===== src/rtl/alu_pkg.sv =====
// Shared opcode and FSM state types for seq_alu.
package alu_pkg;

    typedef enum logic [2:0] {
        OP_ADD   = 3'd0,
        OP_ASHL  = 3'd1,
        OP_XNOR  = 3'd2,
        OP_DIV   = 3'd3,
        OP_PASSB = 3'd4,
        OP_PASSA = 3'd5,
        OP_NEG   = 3'd6,
        OP_ROUND = 3'd7
    } alu_op_e;

    typedef enum logic [1:0] {
        ST_IDLE = 2'd0,
        ST_BUSY = 2'd1,
        ST_DONE = 2'd2
    } alu_state_e;

endpackage


===== src/rtl/seq_alu_divider.sv =====
// Unsigned restoring divider, one quotient bit per cycle; done pulses one cycle
// after the last bit. Only instantiated when SEQ_ALU_DIV_EN is defined.
module seq_alu_divider #(
    parameter int WIDTH = 8
) (
    input  logic             clk,
    input  logic             rst_n,
    input  logic             start,
    input  logic [WIDTH-1:0] dividend,
    input  logic [WIDTH-1:0] divisor,
    output logic             done,
    output logic [WIDTH-1:0] quotient,
    output logic [WIDTH-1:0] remainder
);

    localparam int CW = $clog2(WIDTH + 1);

    logic [WIDTH-1:0] r_rem, r_quo, r_dvs;
    logic [CW-1:0]    r_cnt;
    logic             r_busy, r_done;

    logic [WIDTH-1:0] w_src_rem, w_src_quo, w_src_dvs;
    logic [WIDTH:0]   w_shift, w_diff;
    logic             w_ge;
    logic [WIDTH-1:0] w_rem_nxt, w_quo_nxt;

    // The first iteration runs in the start cycle straight from the operands,
    // so WIDTH iterations finish in time for the owner to register the result.
    always_comb begin
        w_src_rem = start ? '0       : r_rem;
        w_src_quo = start ? dividend : r_quo;
        w_src_dvs = start ? divisor  : r_dvs;
        w_shift   = {w_src_rem, w_src_quo[WIDTH-1]};
        w_diff    = w_shift - {1'b0, w_src_dvs};
        w_ge      = ~w_diff[WIDTH];
        w_rem_nxt = w_ge ? w_diff[WIDTH-1:0] : w_shift[WIDTH-1:0];
        w_quo_nxt = {w_src_quo[WIDTH-2:0], w_ge};
    end

    always_ff @(posedge clk or negedge rst_n) begin
        if (!rst_n) begin
            r_rem  <= '0;
            r_quo  <= '0;
            r_dvs  <= '0;
            r_cnt  <= '0;
            r_busy <= 1'b0;
            r_done <= 1'b0;
        end else if (start) begin
            r_rem  <= w_rem_nxt;
            r_quo  <= w_quo_nxt;
            r_dvs  <= divisor;
            r_cnt  <= CW'(1);
            r_busy <= 1'b1;
            r_done <= 1'b0;
        end else if (r_busy) begin
            r_rem <= w_rem_nxt;
            r_quo <= w_quo_nxt;
            r_cnt <= r_cnt + CW'(1);
            if (r_cnt == CW'(WIDTH - 1)) begin
                r_busy <= 1'b0;
                r_done <= 1'b1;
            end
        end else begin
            r_done <= 1'b0;
        end
    end

    assign done      = r_done;
    assign quotient  = r_quo;
    assign remainder = r_rem;

endmodule


===== src/rtl/seq_alu.sv =====
// Registered eight-op ALU with valid/ready on both sides.
// SEQ_ALU_DIV_EN selects the iterative divider; otherwise DIV is op2>>1 in one cycle.
module seq_alu
    import alu_pkg::*;
#(
    parameter int WIDTH = 8
) (
    input  logic             clk,
    input  logic             rst_n,
    input  logic             in_valid,
    output logic             in_ready,
    input  logic [WIDTH-1:0] op1,
    input  logic [WIDTH-1:0] op2,
    input  logic [2:0]       sel,
    output logic             out_valid,
    input  logic             out_ready,
    output logic [WIDTH-1:0] out,
    output logic             co,
    output logic             zero
);

    localparam int SHW = $clog2(WIDTH);

    alu_state_e       r_state, w_state_nxt;
    logic [WIDTH-1:0] r_out;
    logic             r_co, r_zero;

    alu_op_e          w_op;
    logic             w_accept, w_is_div, w_div_done;
    logic [WIDTH-1:0] w_res, w_pow;
    logic             w_co_new, w_co_wr, w_found;
    logic [WIDTH:0]   w_sum, w_shl;

    assign w_op     = alu_op_e'(sel);
    assign w_accept = in_valid & in_ready;

`ifdef SEQ_ALU_DIV_EN
    logic             r_dz;
    logic [WIDTH-1:0] w_quo, w_rem;

    assign w_is_div = (w_op == OP_DIV);

    seq_alu_divider #(.WIDTH(WIDTH)) u_div (
        .clk       (clk),
        .rst_n     (rst_n),
        .start     (w_accept & w_is_div),
        .dividend  (op1),
        .divisor   (op2),
        .done      (w_div_done),
        .quotient  (w_quo),
        .remainder (w_rem)
    );
`else
    assign w_is_div   = 1'b0;
    assign w_div_done = 1'b0;
`endif

    always_comb begin
        w_sum   = {1'b0, op1} + {1'b0, op2};
        w_shl   = {1'b0, op2} << op1[SHW-1:0];
        w_pow   = '0;
        w_found = 1'b0;
        for (int unsigned k = 0; k < WIDTH; k++) begin
            if (!w_found && ((WIDTH'(1) << k) >= op2)) begin
                w_pow   = WIDTH'(1) << k;
                w_found = 1'b1;
            end
        end
        w_res    = '0;
        w_co_new = 1'b0;
        w_co_wr  = 1'b0;
        case (w_op)
            OP_ADD:   begin w_res = w_sum[WIDTH-1:0]; w_co_new = w_sum[WIDTH]; w_co_wr = 1'b1; end
            // Bit WIDTH of the widened shift is the last bit shifted out (0 for no shift).
            OP_ASHL:  begin w_res = w_shl[WIDTH-1:0]; w_co_new = w_shl[WIDTH]; w_co_wr = 1'b1; end
            OP_XNOR:  w_res = ~(op1 ^ op2);
            OP_DIV:   begin
`ifndef SEQ_ALU_DIV_EN
                w_res    = op2 >> 1;
                w_co_new = op2[0];
                w_co_wr  = 1'b1;
`endif
            end
            OP_PASSB: w_res = op2;
            OP_PASSA: w_res = op1;
            OP_NEG:   w_res = ~op2 + WIDTH'(1);
            OP_ROUND: w_res = w_pow;
        endcase
    end

    always_ff @(posedge clk or negedge rst_n) begin
        if (!rst_n) begin
            r_state <= ST_IDLE;
        end else begin
            r_state <= w_state_nxt;
        end
    end

    always_comb begin
        w_state_nxt = r_state;
        case (r_state)
            ST_IDLE, ST_DONE: begin
                if (w_accept) begin
                    w_state_nxt = w_is_div ? ST_BUSY : ST_DONE;
                end else if (r_state == ST_DONE && out_ready) begin
                    w_state_nxt = ST_IDLE;
                end
            end
            ST_BUSY: begin
                if (w_div_done) begin
                    w_state_nxt = ST_DONE;
                end
            end
            default: w_state_nxt = ST_IDLE;
        endcase
    end

    always_comb begin
        in_ready  = (r_state == ST_IDLE) | ((r_state == ST_DONE) & out_ready);
        out_valid = (r_state == ST_DONE);
    end

    always_ff @(posedge clk or negedge rst_n) begin
        if (!rst_n) begin
            r_out  <= '0;
            r_co   <= 1'b0;
            r_zero <= 1'b0;
`ifdef SEQ_ALU_DIV_EN
            r_dz   <= 1'b0;
`endif
        end else if (w_accept && !w_is_div) begin
            r_out  <= w_res;
            r_zero <= (w_res == '0);
            if (w_co_wr) begin
                r_co <= w_co_new;
            end
`ifdef SEQ_ALU_DIV_EN
        end else if (w_accept) begin
            r_dz <= (op2 == '0);
        end else if (w_div_done) begin
            // Divide by zero reports all ones with co set regardless of the dividend.
            r_out  <= r_dz ? '1 : w_quo;
            r_co   <= r_dz | (w_rem != '0);
            r_zero <= !r_dz && (w_quo == '0);
`endif
        end
    end

    assign out  = r_out;
    assign co   = r_co;
    assign zero = r_zero;

endmodule


===== config.mk =====
export PLATFORM = sky130hd
export DESIGN_NAME = seq_alu
export DESIGN_NICKNAME = d
export VERILOG_FILES = /design/src/rtl/alu_pkg.sv /design/src/rtl/seq_alu_divider.sv /design/src/rtl/seq_alu.sv
export SDC_FILE = /design/constraint.sdc
export NUM_CORES = 1
export LEC_CHECK = 0
export BUFFER_PORTS_ARGS = -buffer_cell sky130_fd_sc_hd__buf_2
export CAP_MARGIN = 20
export CORE_AREA = 4 4 64 66
export DETAILED_ROUTE_END_ITERATION = 7
export DIE_AREA = 0 0 68 70
export GPL_ROUTABILITY_DRIVEN = 0
export GPL_TIMING_DRIVEN = 0
export PLACE_DENSITY = 0.76
export SLEW_MARGIN = 20
export SYNTH_ARGS = -nofsm -noshare
export SYNTH_HDL_FRONTEND = slang
export SYNTH_SLANG_ARGS = --single-unit
export TNS_END_PERCENT = 1

===== constraint.sdc =====
create_clock -name clk -period 3.4 [get_ports clk]
set_input_delay 0.17 -clock clk [delete_from_list [all_inputs] [get_ports clk]]
set_output_delay 0.17 -clock clk [all_outputs]
set_load 0.01 [all_outputs]

==> results_dict.tcl <==
set metrics [dict create \
    outcome "completed" \
    detail_route.iter0.violations 124 \
    vias_per_cell 6.358 \
    numCtsBuffers 3 \
    fillers 357 \
    initial_utilization_pct 52.20 \
    clkPwrFrac_pct 16.1 \
    syn_avg_cell_area_sq_um 7.751 \
    relSlewSlack_pct 23.76 \
    grt_pass1_vias 1924 \
    cap_violations 0 \
    path_cells "buf_2 -> buf_2 -> inv_1 -> fa_1 -> nor2b_1 -> o31a_1 -> o31ai_1 -> xor2_1 -> a22oi_1 -> or4_1 -> o31ai_2" \
    detailed_place_hpwl_um 4281 \
    slowest_delay_ns 0.58 \
    dp_slack_ns 0.5301 \
    ctsRootBufferMaster "clkbuf_4" \
    dr.pass1.iters 5 \
    p_sw_w 0.0002180 \
    syn_nets 277 \
    hold_viol_final 0 \
    coreArea_sq_mm 0.003578 \
    synth_cells 241 \
    clock_skew_ns 0.0006655 \
    wire_per_inst_um 17.06 \
    ys_seq_area_share_pct 14.74 \
    die-area_sq_mm 0.004760 \
    num_vias 2079 \
    ys_seq_elements 11 \
    cts_tree "built" \
    criticalPathCategory "input pin to register" \
    final_nets 316 \
    multiInputGateArea_sq_mm 0.001458 \
    rows 22 \
    die_h_um 70 \
    holdCritPathClass "input pin to register" \
    powerDensity_mw_per_mm2 253.7 \
    critPathMaxFanout 10 \
    syn_area_sq_mm 0.001868 \
    area_growth_pct 14.00 \
    cp-end-kind "register" \
    setup_viol 0 \
    yosys_warnings 0 \
    leakage_nw 0.8930 \
    cts.reportedPaths.clkPinSlew_ns 0.06 \
    clk_latency_ns 0.27 \
    io_pins 35 \
    fin_util_pct 59.51 \
    ctsLongestPathBuffers 2 \
    p_int_w 0.0003223 \
    seqPwrFrac_pct 30.1 \
    grt_pass1_wl_um 9066 \
    portBuffers 33 \
    min_period_over_period_pct 77.22 \
    diodes 0 \
    route.detailed.drc 0 \
    clkSinkCount 11 \
    routed_wl_um 5579 \
    ir_worst_vdd_v 0.00009075 \
    crit_required_ns 3.58 \
    synth_edf_count 0 \
    grt_use_total_pct 24.39 \
    combPwrFrac_pct 53.7 \
    rsz0062_at_grt "no" \
    cts_setup_buffers 0 \
    grt_max_degree 12 \
    critPathLaunchType "input pin" \
    slowest_stage "or4_1" \
    synth-main-ff-cell "dfrtp_1" \
    async_reset_ff_share_pct 100.0 \
    ys_types 67 \
    cp_common_cell "buf_2" \
    tightest_slew_ns 1.128 \
    fmax_mhz 380.9 \
    sw_frac_of_total_pct 40.35 \
    grt.overflow.total 0 \
    drive_gt1_share_pct 23.66 \
    min_period_ns 2.625 \
    ant_nets 0 \
    die_x_um 68 \
    path_buf_inv 3 \
    slew_viol_final 0 \
    grt_antenna_before_repair 0 \
    seq_area_sq_um 275.3 \
    setup_tns_ns 0 \
    crit_arrival_ns 2.81 \
    worst_slack_ns 0.7745 \
    cts.htree.levels 1 \
    crit_family "simple AND/OR/NAND/NOR gates" \
]
==> cell usage in the layout, fill, tap and decap left out, drive strengths merged, types with 3 or more instances in the layout <==
cell type / n
a211oi: 3
a21oi: 22
a22oi: 3
a31oi: 3
a32oi: 3
buf: 46
clkbuf: 10
dfrtp: 11
ha: 12
inv: 10
mux2: 5
mux4: 5
nand2: 26
nand2b: 7
nand3: 9
nor2: 12
nor2b: 7
nor3: 6
nor4b: 3
o211ai: 5
o21ai: 15
o31ai: 3
o32ai: 3
or3: 4
xor2: 5
==> stage by stage <==
stage / area, sq um / hold WS [ns] / cells / total power [W]
after floorplan: 1868 / -0.1256 / 241 / 0.0003580
after global placement: 2093 / 0.04463 / 322 / 0.0004464
after detailed placement: 2093 / 0.04911 / 322 / 0.0004502
after CTS: 2130 / 0.1080 / 327 / 0.0005413
after global routing: 2130 / 0.1290 / 327 / 0.0005796
final: 2130 / 0.1135 / 327 / 0.0005402
==> sequential cells by signal (all words and copies together), names as in the netlist <==
signal	cells
co	1
out	8
zero	1
r_state	1
==> Yosys cell counts, types with 3 or more instances <==
library cell  number  area [sq um]
nand2_1           26         97.59
a21oi_1           22         110.1
o21ai_0           14         70.07
ha_1              12         150.1
nor2_1            12         45.04
dfrtp_1           11         275.3
buf_2              9         45.04
nand3_1            9         45.04
inv_1              8         30.03
nand2b_1           7         43.79
nor2b_1            7         43.79
clkbuf_1           5         18.77
mux2_2             5         56.30
nor3_1             5         25.02
xor2_1             5         43.79
mux4_2             4         90.09
o211ai_1           4         30.03
or3_1              4         25.02
a211oi_1           3         22.52
a22oi_1            3         22.52
a31oi_1            3         18.77
a32oi_1            3         26.28
==> power groups by stage <==
stage	Clock, W	Combinational [W]	Sequential [W]
4_1_cts	0.0000909	0.000287	0.000163
3_5_place_dp	0	0.000284	0.000166
5_1_grt	0.0000937	0.000320	0.000166
2_1_floorplan	0	0.000181	0.000177
6_report	0.0000872	0.000290	0.000163
3_3_place_gp	0	0.000281	0.000165
==> per-layer routing <==
layer,global-route usage [%],wire length [um],share of wire [%]
met1,33.37,2320,42
met2,38.22,2594,46
met3,2.572,597,11
met4,9.934,67,1.2
met5,0,0,0
==> layout make-up <==
type | count | area share (%)
plain buffers | 19 | 4.583
clock buffers | 4 | 1.234
inverters | 10 | 1.763
multi-input cells | 201 | 68.45
flip-flops and latches | 11 | 12.93
well taps | 48 | 2.820
repair buffers | 34 | 8.226
==> worst paths after layout <==
kind,startpoint,end,slack [ns],cells past startpoint
min in group asynchronous,rst_n,out[1]$_DFFE_PN0P_,0.29,2
max reg2reg,r_state[1]$_DFFE_PN0P_,co$_DFFE_PN0P_,1.96,6
max in group asynchronous,rst_n,r_state[1]$_DFFE_PN0P_,2.91,2
min,in_valid,r_state[1]$_DFFE_PN0P_,0.11,2
min reg2reg,out[2]$_DFFE_PN0P_,out[2]$_DFFE_PN0P_,0.48,2
max,op1[1],zero$_DFFE_PN0P_,0.77,11
==> what timing repair did <==
action                     in CTS  in global routing
gates resized for setup         0                  0
setup endpoints to repair       0                  0
hold buffers                    1                  0
hold endpoints to repair       11                  0
==> logic make-up (layout without fill, tap and decap cells) <==
family          after synthesis  count (layout)  share of synthesized area [%]
compound gates               82              82                          30.41
xor+xnor                      7               7                          3.282
fa+ha+maj                    13              13                          9.109
buf+inv                      29              67                          7.234
flops                        11              11                          14.74
mux                          12              12                          10.32
simple gates                 87              87                          24.92
Note: power is estimated with default switching activity, not from simulation.
